<file path="src/rtl/dm_port_arbiter.sv">
// Data-memory port arbiter: the core has priority and the host is served on idle cycles.
// A starvation counter forces one host slot after STARVE_LIMIT blocked cycles.
module dm_port_arbiter #(
   parameter int DMA_SIZE     = 16,
   parameter int DMD_SIZE     = 16,
   parameter int STARVE_LIMIT = 4
) (
   input  logic                clk,
   input  logic                reset,
   input  logic                ps_dm_cslt,
   input  logic                ps_dm_wrb,
   input  logic [DMA_SIZE-1:0] dg_dm_add,
   input  logic [DMD_SIZE-1:0] bc_dt,
   output logic                arb_ps_stall,
   input  logic                hst_req,
   input  logic                hst_wrb,
   input  logic [DMA_SIZE-1:0] hst_add,
   input  logic [DMD_SIZE-1:0] hst_wdt,
   output logic                hst_ack,
   output logic [DMD_SIZE-1:0] hst_rdt,
   output logic                hst_rvld,
   output logic                arb_dm_cslt,
   output logic                arb_dm_wrb,
   output logic [DMA_SIZE-1:0] arb_dm_add,
   output logic [DMD_SIZE-1:0] arb_dm_wdt,
   input  logic [DMD_SIZE-1:0] dm_rdt
);

   localparam int CW = 4;

   typedef enum logic [1:0] {GNT_NONE, GNT_CORE, GNT_HOST} gnt_e;

   gnt_e                state_q, state_d;
   logic [CW-1:0]       wait_cnt_q, wait_cnt_d;
   logic [1:0]          rd_tag_q, rd_tag_d;
   logic                cslt_q, cslt_d;
   logic                wrb_q, wrb_d;
   logic [DMA_SIZE-1:0] add_q, add_d;
   logic [DMD_SIZE-1:0] wdt_q, wdt_d;
   logic [DMD_SIZE-1:0] rdt_q, rdt_d;
   logic                rvld_q, rvld_d;
   logic                forced, host_win, core_win;

   always_comb begin
      forced       = hst_req && (wait_cnt_q == CW'(STARVE_LIMIT));
      host_win     = 1'b0;
      core_win     = 1'b0;
      arb_ps_stall = 1'b0;
      if (forced) begin
         host_win     = 1'b1;
         arb_ps_stall = ps_dm_cslt;
      end else if (ps_dm_cslt) begin
         core_win = 1'b1;
      end else if (hst_req) begin
         host_win = 1'b1;
      end
      hst_ack = host_win;

      state_d = GNT_NONE;
      cslt_d  = 1'b0;
      wrb_d   = 1'b0;
      add_d   = add_q;
      wdt_d   = wdt_q;
      if (host_win) begin
         state_d = GNT_HOST;
         cslt_d  = 1'b1;
         wrb_d   = hst_wrb;
         add_d   = hst_add;
         wdt_d   = hst_wdt;
      end else if (core_win) begin
         state_d = GNT_CORE;
         cslt_d  = 1'b1;
         wrb_d   = ps_dm_wrb;
         add_d   = dg_dm_add;
         wdt_d   = bc_dt;
      end

      // Count only cycles where the host is actually waiting; any gap loses the history.
      wait_cnt_d = wait_cnt_q;
      if (!hst_req || hst_ack)
         wait_cnt_d = '0;
      else if (wait_cnt_q != CW'(STARVE_LIMIT))
         wait_cnt_d = wait_cnt_q + CW'(1);

      // Stage 0: host read command on the bus; stage 1: dm_rdt carries its data.
      rd_tag_d[0] = host_win && !hst_wrb;
      rd_tag_d[1] = rd_tag_q[0] && (state_q == GNT_HOST);

      rvld_d = rd_tag_q[1];
      rdt_d  = rd_tag_q[1] ? dm_rdt : rdt_q;
   end

   always_ff @(posedge clk or negedge reset) begin
      if (!reset) begin
         state_q    <= GNT_NONE;
         wait_cnt_q <= '0;
         rd_tag_q   <= '0;
         cslt_q     <= 1'b0;
         wrb_q      <= 1'b0;
         add_q      <= '0;
         wdt_q      <= '0;
         rdt_q      <= '0;
         rvld_q     <= 1'b0;
      end else begin
         state_q    <= state_d;
         wait_cnt_q <= wait_cnt_d;
         rd_tag_q   <= rd_tag_d;
         cslt_q     <= cslt_d;
         wrb_q      <= wrb_d;
         add_q      <= add_d;
         wdt_q      <= wdt_d;
         rdt_q      <= rdt_d;
         rvld_q     <= rvld_d;
      end
   end

   assign arb_dm_cslt = cslt_q;
   assign arb_dm_wrb  = wrb_q;
   assign arb_dm_add  = add_q;
   assign arb_dm_wdt  = wdt_q;
   assign hst_rdt     = rdt_q;
   assign hst_rvld    = rvld_q;

endmodule

</file>
<file path="config.mk">
export PLATFORM = sky130hd
export DESIGN_NAME = dm_port_arbiter
export DESIGN_NICKNAME = d
export VERILOG_FILES = /design/src/rtl/dm_port_arbiter.sv
export SDC_FILE = /design/constraint.sdc
export NUM_CORES = 1
export LEC_CHECK = 0
export CORE_AREA = 2 2 113 93
export DETAILED_ROUTE_END_ITERATION = 8
export DIE_AREA = 0 0 115 95
export HOLD_SLACK_MARGIN = 0.02
export PLACE_DENSITY = 0.72
export SYNTH_ARGS = -nofsm -noshare
export SYNTH_HDL_FRONTEND = slang
export SYNTH_SLANG_ARGS = --single-unit
</file>
<file path="constraint.sdc">
create_clock -name clk -period 5.6 [get_ports clk]
set_clock_uncertainty 0.15 [all_clocks]
set_input_delay 1.68 -clock clk [delete_from_list [all_inputs] [get_ports clk]]
set_output_delay 1.68 -clock clk [all_outputs]
set_load 0.1 [all_outputs]
</file>
==> results.md <==
* Outcome: finished, final reports clean
* DRC violation count after routing at 0
* Register share of total power at 29.7%
* Seq/Total Area, Yosys at 51.51%
* TritonCTS clock tree: built
* Die footprint at 10930 um2
* Placer Congestion at 0.7329
* Die X at 115 um
* Static Leak at 1.955 nW
* Number of H-tree levels at 3
* GR Util met1 at 16.77%
* Min cycle time layout at 4601 ps
* Synth warnings at 0
* FF-to-FF setup slack at 2970 ps
* Seq cells post-synth at 59
* Required @ worst endpoint at 3770 ps
* Most frequent cells after synthesis: 59 x dfrtp_1, 48 x mux2_2, 37 x inv_1
* Top-Level Pins at 139
* Sw frac at 39.75%
* Starting density of the core at 28.93%
* Final #Nets at 469
* Distinct cell type count after synthesis at 23
* NetSw at 0.6659 mW
* Reg2reg end: arb_dm_wdt[7]
* Routed wire per std cell at 14.82 um
* Post-synth ARST share at 100.0%
* Post-synth EDFFs at 0
* Crit path capture type: primary output
* Int Power at 1.009 mW
* Setup CP Type: in2out
* # rows at 33
* Avg Cell Area, Syn at 11.70 um2
* Clk slew on worst S/H paths at 60 ps
* Max frequency at 217.4 MHz
* Violation count after the first detailed-route iteration at 67
* All-Layer GR Usage at 13.56%
* Mapped cell area at 2866 um2
* CP Max Fanout at 4
* Initial antenna violation count at 0
* Endpoints failing setup at 0
* End point of the critical path: hst_ack
* Area contributors post-synth: dfrtp_1 52%, mux2_2 19%, a21oi_2 8.9%
* IO buf count at 138
* Inserted Clock Buffers at 9
* Reg2Reg Depth at 6
* Cts-stage hold buffer count at 0
* Clock sink count at 59
* CORE AREA at 9910 um2
* GRT busiest layer: met2
* Largest net degree at the start of global routing at 60
* Slew Limit Fails at 0
* Top_reg_cell synth: dfrtp_1
* Least-Margin Pin Slew at 1070 ps
* Clk_lat worst skew at 320 ps
* Clock Tree Root: clkbuf_16
* Hold Path Class: reg2reg
* Post-CTS resize count at 0
* Die Ht at 95 um
* DP HPWL at 5315 um
* Final hold violations at 0
* DRT antenna net count at 0
* Power per cell area at 360.4 nW/um2
* CP startpoint kind: input pin
* Clock share of power at 33.9%
* CP arrival at 2770 ps
* Count leader, synth: dfrtp_1
* Setup TNS at 0 ps
* Drt pass-1 iters at 4
* Global-route wire length before repair at 11580 um
* Crit. Startpoint: ps_dm_cslt
* Area grow syn2layout at 62.16%
* Cells after Synth at 245
* RSZ-0062 raised after global routing: no
* Diode count at 0
* Largest buffer count on any clock path at 2
* Fin Hold WS at 251.9 ps
* Net Count, Synth at 333
* Post-CTS setup buffer count at 0
* Met3 Use GR at 4.942%
* RR Startpoint: wait_cnt_q[0]
* Share of cells above drive strength 1 at 26.68%
* Post-synth top area share at 51.51%
* Post-synth top area cell: dfrtp_1
* Combinational share of power at 36.5%
* Final period utilization at 82.16%
* Maxcap violations at 0
* Grt total ovfl at 0
* Met2 Usage GRT at 22.60%
* Vias per cell at 4.622
* VDD IR-drop max at 0.1250 mV
* Vias in the first global route at 2402
* Routed WL at 7527 um
* Via count at 2348
* Relative slew slack at 28.65%
## state kept, by name (all words and copies together), names as in the netlist
register	flops
rd_tag_q	2
hst_rvld	1
state_q	2
hst_rdt	16
wait_cnt_q	4
arb_dm_add	16
arb_dm_cslt	1
arb_dm_wdt	16
arb_dm_wrb	1
## layout make-up
cell class,count,area [um2]
Clock buffer,9,225.2
Sequential cell,59,1476
Multi-Input combinational cell,132,1150
Clock inverter,7,83.83
Timing Repair Buffer,142,1421
Tap cell,122,152.6
Inverter,37,138.9
Fill cell,941,5261
## through the flow
step	instances	setup slack (ps)	power, mW	area (um2)	util [%]
CTS	508	984.1	1.699	4648	46.91
floorplan	245	215.5	0.9340	2867	-
global route	508	937.1	1.738	4648	46.91
global placement	492	1004	1.111	4339	43.79
detailed placement	492	984.1	1.119	4339	43.79
finish	508	999.3	1.675	4648	46.91
## routing by layer
metal / routed length, um / share of wire, %
met1: 3341 / 44
met2: 3491 / 46
met3: 621 / 8.3
met4: 74 / 0.98
met5: 0 / 0
## worst max-delay path: stages
cell	delay, ps
clkdlybuf4s50_1	470
o21ai_1	390
buf_12	230
## cell usage in the layout, fill, tap and decap left out
cell             synthesis  routed
clkdlybuf4s50_1          0     134
dfrtp_1                 59      59
mux2_2                  48      48
inv_1                   37      37
o22ai_1                 32      32
a21oi_2                 29      29
clkbuf_16                0       9
nor2_1                   6       6
buf_4                    1       4
nand2_1                  3       3
a21oi_1                  3       3
inv_6                    0       3
ha_1                     2       2
buf_2                    4       2
buf_12                   0       2
nand4b_4                 1       1
o21ai_1                  0       1
and2_2                   0       1
nor2b_1                  1       1
a22o_1                   1       1
o211ai_1                 1       1
xnor2_1                  1       1
nand3_1                  1       1
xor2_1                   1       1
clkinvlp_4               0       1
inv_8                    0       1
bufinv_16                0       1
clkinv_4                 0       1
## power by group through the flow
stage          Clock (mW)  Combinational [mW]  Sequential (mW)
2_1_floorplan           0               0.101            0.833
3_3_place_gp            0               0.609            0.502
3_5_place_dp            0               0.614            0.505
4_1_cts             0.586               0.615            0.498
5_1_grt             0.603               0.631            0.504
6_report            0.567               0.611            0.497
## logic make-up after synthesis
logic type,after synthesis,synth area share [%]
and+or+nand+nor,13,2.619
DFF,59,51.51
adders and majority gates,2,0.8728
muxes,48,18.86
AOI/OAI and AO/OA,67,17.11
buffers and inverters,54,8.424
xor gates and xnor gates,2,0.6112
## how the worst min path moves through the flow
stage	to	cells after the start	start	slack [ps]
after detailed placement	rd_tag_q[1]	1	state_q[0]	240
final	rd_tag_q[1]	1	state_q[0]	250
after floorplan	hst_rvld	0	rd_tag_q[1]	200
after global placement	rd_tag_q[1]	1	state_q[0]	230
after global routing	rd_tag_q[1]	1	state_q[0]	270
after CTS	rd_tag_q[1]	1	state_q[0]	260
(Power assumes the default switching activity.)
